==> src/rtl/writeback_arbiter.sv <==
// writeback_arbiter
// Shares the single register-file write port between the in-order pipeline
// writeback (W stage) and a long-latency unit (LLU) whose results arrive out
// of band. LLU results are buffered in a small FIFO. The pipeline has
// priority. A starvation counter forces a one-cycle pipeline freeze
// (wb_stall) when the FIFO head has waited too long. A destination busy mask
// is exported so the hazard unit can hold dependent instructions.
//
// Ports:
//   clk, reset_n            clock, synchronous active-low reset
//   RegWriteW/RdW/ResultW   pipeline write request, destination, data
//   llu_issue/llu_issue_rd  LLU op dispatched this cycle and its destination
//   llu_valid/llu_ready     LLU result handshake (ready depends on state only)
//   llu_rd/llu_data         LLU result destination and data
//   rf_we/rf_waddr/rf_wdata register-file write port (combinational)
//   busy_mask               bit i set = x_i awaits an LLU result (registered)
//   wb_stall                one-cycle whole-pipeline freeze (registered)
//   pending_count           FIFO occupancy (registered)
module writeback_arbiter #(
    parameter int word_width   = 32,
    parameter int DEPTH        = 2,
    parameter int STARVE_LIMIT = 4
) (
    input  logic                       clk,
    input  logic                       reset_n,
    input  logic                       RegWriteW,
    input  logic [4:0]                 RdW,
    input  logic [word_width-1:0]      ResultW,
    input  logic                       llu_issue,
    input  logic [4:0]                 llu_issue_rd,
    input  logic                       llu_valid,
    output logic                       llu_ready,
    input  logic [4:0]                 llu_rd,
    input  logic [word_width-1:0]      llu_data,
    output logic                       rf_we,
    output logic [4:0]                 rf_waddr,
    output logic [word_width-1:0]      rf_wdata,
    output logic [31:0]                busy_mask,
    output logic                       wb_stall,
    output logic [$clog2(DEPTH+1)-1:0] pending_count
);

    localparam int CNT_W = $clog2(DEPTH + 1);
    localparam int PTR_W = (DEPTH > 1) ? $clog2(DEPTH) : 1;
    localparam int STV_W = $clog2(STARVE_LIMIT + 1);

    localparam logic [CNT_W-1:0] CNT_FULL = CNT_W'(DEPTH);
    localparam logic [CNT_W-1:0] CNT_ONE  = CNT_W'(1);
    localparam logic [PTR_W-1:0] PTR_LAST = PTR_W'(DEPTH - 1);
    localparam logic [PTR_W-1:0] PTR_ZERO = PTR_W'(0);
    localparam logic [PTR_W-1:0] PTR_ONE  = PTR_W'(1);
    localparam logic [STV_W-1:0] STV_MAX  = STV_W'(STARVE_LIMIT);
    localparam logic [STV_W-1:0] STV_ZERO = STV_W'(0);
    localparam logic [STV_W-1:0] STV_ONE  = STV_W'(1);

    // FIFO storage and control state
    logic [4:0]            fifo_rd_r   [DEPTH];
    logic [word_width-1:0] fifo_data_r [DEPTH];
    logic [PTR_W-1:0]      rd_ptr_r;
    logic [PTR_W-1:0]      wr_ptr_r;
    logic [CNT_W-1:0]      count_r;
    logic [STV_W-1:0]      starve_r;
    logic                  stall_r;
    logic                  ready_en_r;
    logic [31:0]           busy_r;

    logic                  empty_s;
    logic                  full_s;
    logic                  pipe_req_s;
    logic                  pop_s;
    logic                  push_s;
    logic [4:0]            head_rd_s;
    logic [word_width-1:0] head_data_s;
    logic [CNT_W-1:0]      count_nxt_s;
    logic [STV_W-1:0]      starve_nxt_s;
    logic                  stall_nxt_s;
    logic [31:0]           set_mask_s;
    logic [31:0]           clr_mask_s;
    logic [31:0]           busy_nxt_s;

    // Circular pointer advance that works for any DEPTH, not just powers of two.
    function automatic logic [PTR_W-1:0] ptr_inc(input logic [PTR_W-1:0] p);
        if (p == PTR_LAST) begin
            return PTR_ZERO;
        end else begin
            return p + PTR_ONE;
        end
    endfunction

    assign empty_s     = (count_r == {CNT_W{1'b0}});
    assign full_s      = (count_r == CNT_FULL);
    assign head_rd_s   = fifo_rd_r[rd_ptr_r];
    assign head_data_s = fifo_data_r[rd_ptr_r];

    // Nothing is granted while reset is held, so queued results are discarded
    // rather than written on the way out. The stall cycle masks the pipeline.
    assign pipe_req_s = reset_n && RegWriteW && (RdW != 5'd0) && !stall_r;

    // ready_en_r keeps llu_ready low until the first cycle after release.
    assign llu_ready = reset_n && ready_en_r && !full_s;
    assign push_s    = llu_valid && llu_ready;

    assign busy_mask     = busy_r;
    assign wb_stall      = stall_r;
    assign pending_count = count_r;

    // Write-port grant: pipeline first, else FIFO head (popped even when rd==0).
    always_comb begin
        rf_we    = 1'b0;
        rf_waddr = 5'd0;
        rf_wdata = {word_width{1'b0}};
        pop_s    = 1'b0;
        if (pipe_req_s) begin
            rf_we    = 1'b1;
            rf_waddr = RdW;
            rf_wdata = ResultW;
        end else if (reset_n && !empty_s) begin
            pop_s    = 1'b1;
            rf_we    = (head_rd_s != 5'd0);
            rf_waddr = head_rd_s;
            rf_wdata = head_data_s;
        end else begin
            rf_we    = 1'b0;
            rf_waddr = 5'd0;
            rf_wdata = {word_width{1'b0}};
        end
    end

    // Next-state for occupancy, starvation counter, stall pulse and busy mask.
    always_comb begin
        count_nxt_s  = count_r;
        starve_nxt_s = starve_r;
        if (push_s && !pop_s) begin
            count_nxt_s = count_r + CNT_ONE;
        end else if (pop_s && !push_s) begin
            count_nxt_s = count_r - CNT_ONE;
        end else begin
            count_nxt_s = count_r;
        end

        if (empty_s || pop_s) begin
            starve_nxt_s = STV_ZERO;
        end else if (starve_r == STV_MAX) begin
            starve_nxt_s = STV_MAX;
        end else begin
            starve_nxt_s = starve_r + STV_ONE;
        end

        // starve_r only reaches the limit while the FIFO holds a head.
        stall_nxt_s = (starve_r == STV_MAX) && !pop_s;

        // Set is applied after clear so a same-cycle issue wins.
        clr_mask_s = (pop_s && (head_rd_s != 5'd0)) ? (32'd1 << head_rd_s) : 32'd0;
        set_mask_s = (llu_issue && (llu_issue_rd != 5'd0)) ? (32'd1 << llu_issue_rd) : 32'd0;
        busy_nxt_s = (busy_r & ~clr_mask_s) | set_mask_s;
    end

    // State registers with synchronous active-low reset.
    always_ff @(posedge clk) begin
        if (!reset_n) begin
            for (int i = 0; i < DEPTH; i++) begin
                fifo_rd_r[i]   <= 5'd0;
                fifo_data_r[i] <= {word_width{1'b0}};
            end
            rd_ptr_r   <= PTR_ZERO;
            wr_ptr_r   <= PTR_ZERO;
            count_r    <= {CNT_W{1'b0}};
            starve_r   <= STV_ZERO;
            stall_r    <= 1'b0;
            ready_en_r <= 1'b0;
            busy_r     <= 32'd0;
        end else begin
            if (push_s) begin
                fifo_rd_r[wr_ptr_r]   <= llu_rd;
                fifo_data_r[wr_ptr_r] <= llu_data;
                wr_ptr_r              <= ptr_inc(wr_ptr_r);
            end
            if (pop_s) begin
                rd_ptr_r <= ptr_inc(rd_ptr_r);
            end
            count_r    <= count_nxt_s;
            starve_r   <= starve_nxt_s;
            stall_r    <= stall_nxt_s;
            ready_en_r <= 1'b1;
            busy_r     <= busy_nxt_s;
        end
    end

endmodule
==> config.mk <==
export PLATFORM = sky130hd
export DESIGN_NAME = writeback_arbiter
export DESIGN_NICKNAME = d
export VERILOG_FILES = /design/src/rtl/writeback_arbiter.sv
export SDC_FILE = /design/constraint.sdc
export NUM_CORES = 1
export LEC_CHECK = 0
export CORE_MARGIN = 5
export CORE_UTILIZATION = 48
export CTS_CLUSTER_DIAMETER = 80
export DETAILED_ROUTE_END_ITERATION = 8
export GPL_TIMING_DRIVEN = 0
export PLACE_DENSITY = 0.92
export SLEW_MARGIN = 25
export SYNTH_ARGS = -nofsm -noshare
export SYNTH_HDL_FRONTEND = slang
export SYNTH_SLANG_ARGS = --single-unit
==> constraint.sdc <==
create_clock -name clk -period 5 [get_ports clk]
set_input_delay 1 -clock clk [delete_from_list [all_inputs] [get_ports clk]]
set_output_delay 1 -clock clk [all_outputs]
set_load 0.02 [all_outputs]
==> results.md <==
* Core box area at 11300 sq um
* Crit path DAT at 3.77 ns
* Pre-Repair DR Iteration Count at 5
* Lkg Pwr at between 2 and 3 nW
* Initial antenna violation count at 0
* Pwr dens at 353 nW/um^2
* Post-synth top area cell: edfxtp_1
* Iteration-0 DRC count of the detailed router at between 400 and 500
* Seq cells post-synth at 116
* Max Cap Violations at 0
* Max_slew headroom at 30.1%
* Cell count after synthesis at ~520
* First-pass GRT wire length at 26200 microns
* Residual DRC at 0
* Area delta synth->final at 43.8%
* Vias/cell at 5.91
* Syn avg cell area at about 11 sq um
* Post-synth top flop: edfxtp_1
* I/O pin count at 158
* Post-route setup slack at between 0.2 and 0.25 ns
* Fillers at 825
* Layout cells sized above 1 at 7.28%
* N_diodes at 0
* Slew at the pin with the worst max-slew slack at 1.04 ns
* Ys async rst share at 0%
* Commonest non-fill, non-tap cell in the layout: clkdlybuf4s50_1
* CTS tree: built
* Largest net degree at the start of global routing at 22
* Setup WS pre-CTS at -0.00556 ns
* CP endpoint kind: primary output
* Die area at between 10000 and 15000 sq um
* # H-tree levels at 4
* Syn nets at 610
* Clk Tree Root Cell: clkbuf_16
* Row Count at 39
* Area of the multi-input gates at 2260 sq um
* Max Freq at 210 MHz
* Crit Path Max Fanout at 10
* Clk buf depth at 2
* Final setup viols at 0
* Gpl congestion at 0.858
* WL per Instance at ~20 microns
* TritonCTS Sinks at 116
* HPWL Detailed at approximately 12000 microns
* Post-CTS setup buffer count at 0
* Peak VDD IR at 0.226 mV
* TritonCTS buffer count at 17
* Max-slew violations at 0
* Most frequent cells in the layout: clkdlybuf4s50_1, nand2_1, and3_1, edfxtp_1, dfxtp_1
* HP Class: reg2reg
* Synth Cell Area at 5520 sq um
* Minimum clock period after layout at 4.77 ns
* Starting density of the core at between 40% and 50%
* Fin nets at around 790
* # placed instances at 825
* Number of global-route vias before repair at a little over 5000
* RSZ-0062 raised after global routing: no
* Reg area at 3060 sq um
* Vias at 5064
* Count of cell types in the netlist at between 40 and 50
* Startpoint types: input pin
* Final Non-Filler Cells at approximately 860
* Worst Path Required at 4.00 ns
* Clock Skew at around 0.006 ns
* Post-synth EDFFs at 74
* Hold Fails Final Rpt at 0
* Die Width at 117 microns
* Synth Warn # at 0
* Status: finished, final reports clean
* Grt ovf at 0
* Clk_lat worst skew at ~0.41 ns
* Sequential fraction of the synthesis area at 55.5%
* Total wire length at 16800 microns
* Top cells by area, synth: edfxtp_1, dfxtp_1, and3_1, mux2i_1, nand2_1
* Setup Total Neg Slack at 0 ns
* Period utilisation layout at 95.5%
* Final ANT Viol Nets at 0
* WS Path Type: in2out
* Post-synth top area share at 40.3%
* Die height at 117 microns
* CTS clk-pin slew, worst paths at 0.05 ns
* Port bufs at 157
* Total routing usage reported by global routing at 24.7%
==> area by class of cell <==
class,instances,area share [%]
Inverter,7,0.331
Clock buffer,18,5.41
Multi-Input combinational cell,360,28.4
Clock inverter,14,2.05
Buffer,40,2.43
Sequential cell,116,38.6
Tap cell,143,2.25
Timing Repair Buffer,159,20.5
==> through the flow <==
| step | total power [mW] | hold WS (ns) | util (%) | cell area (sq um) |
|---|---|---|---|---|
| floorplan | 1.37 | 0.430 | - | 5520 |
| global placement | 1.59 | 0.438 | 64.2 | 7270 |
| detailed placement | 1.61 | 0.460 | 64.9 | 7340 |
| CTS | 2.81 | 0.469 | 70.1 | 7940 |
| global route | 2.91 | 0.483 | 70.1 | 7940 |
| finish | 2.80 | 0.467 | 70.1 | 7940 |
==> worst max-delay path, stage by stage <==
cell             delay (ns)
clkdlybuf4s50_1        0.42
or4_4                  0.55
o21a_4                 0.24
nor2_1                 0.21
inv_2                  0.18
clkbuf_2               0.23
o21ai_0                0.28
clkdlybuf4s50_1        0.66
==> cell families (layout without fill, tap and decap cells) <==
family	count (synthesis)	count (layout)	synth area share, %
AOI/OAI and AO/OA	121	121	13.6
xor gates and xnor gates	3	3	0.476
adders and majority gates	3	3	0.680
buffers and inverters	47	238	3.97
DFF	116	116	55.5
muxes	39	39	7.14
and+or+nand+nor	194	194	18.6
==> state kept, by name, indices dropped and copies added (netlist names), named ones only <==
register and flops:
pending_count 2, fifo_rd_r 10, fifo_data_r 64, rd_ptr_r 1, ready_en_r 1, busy_mask 32, wb_stall 1, wr_ptr_r 1
starve_r 3
==> report_power, final <==
| part | internal [mW] | switching, mW |
|---|---|---|
| registers | 1.07 | 0.0224 |
| logic | 0.222 | 0.284 |
| clock network | 0.778 | 0.429 |
| total | 2.07 | 0.736 |
==> final timing paths <==
check	slack, ns	to	from	cells after the start
max	0.23	rf_wdata[10]	RdW[1]	8
max reg2reg	2.57	pending_count[1]$_SDFFE_PN0P_	pending_count[0]$_SDFFE_PN0P_	8
min reg2reg	0.47	busy_mask[0]$_SDFF_PN0_	busy_mask[0]$_SDFF_PN0_	1
min	0.47	busy_mask[0]$_SDFF_PN0_	busy_mask[0]$_SDFF_PN0_	1
==> Yosys cell counts, drive strengths merged (2+ instances only) <==
cell type and n:
a211oi 2, a21oi 37, a311oi 20, and2 2
and3 74, buf 10, clkbuf 29, dfxtp 42
edfxtp 74, ha 3, inv 7, mux2 3
mux2i 36, nand2 77, nor2 10, nor2b 4
nor3 5, nor3b 4, nor4 5, nor4b 3
nor4bb 3, o21a 2, o21ai 45, o31ai 3
o41ai 6, or3 2, xor2 2
==> metal layers <==
metal  track usage [%]  routed length (microns)
met1              29.2                     6180
met2              43.4                     8590
met3              7.71                     1720
met4              7.03                      265
met5                 0                        0
==> timing repair <==
| item | in CTS | in global routing |
|---|---|---|
| endpoints found under the setup margin | 10 | 0 |
| endpoints found under the hold margin | 0 | 0 |
| gates resized for setup | 1 | 0 |
| hold buffers | 0 | 0 |
(Power assumes the default switching activity.)
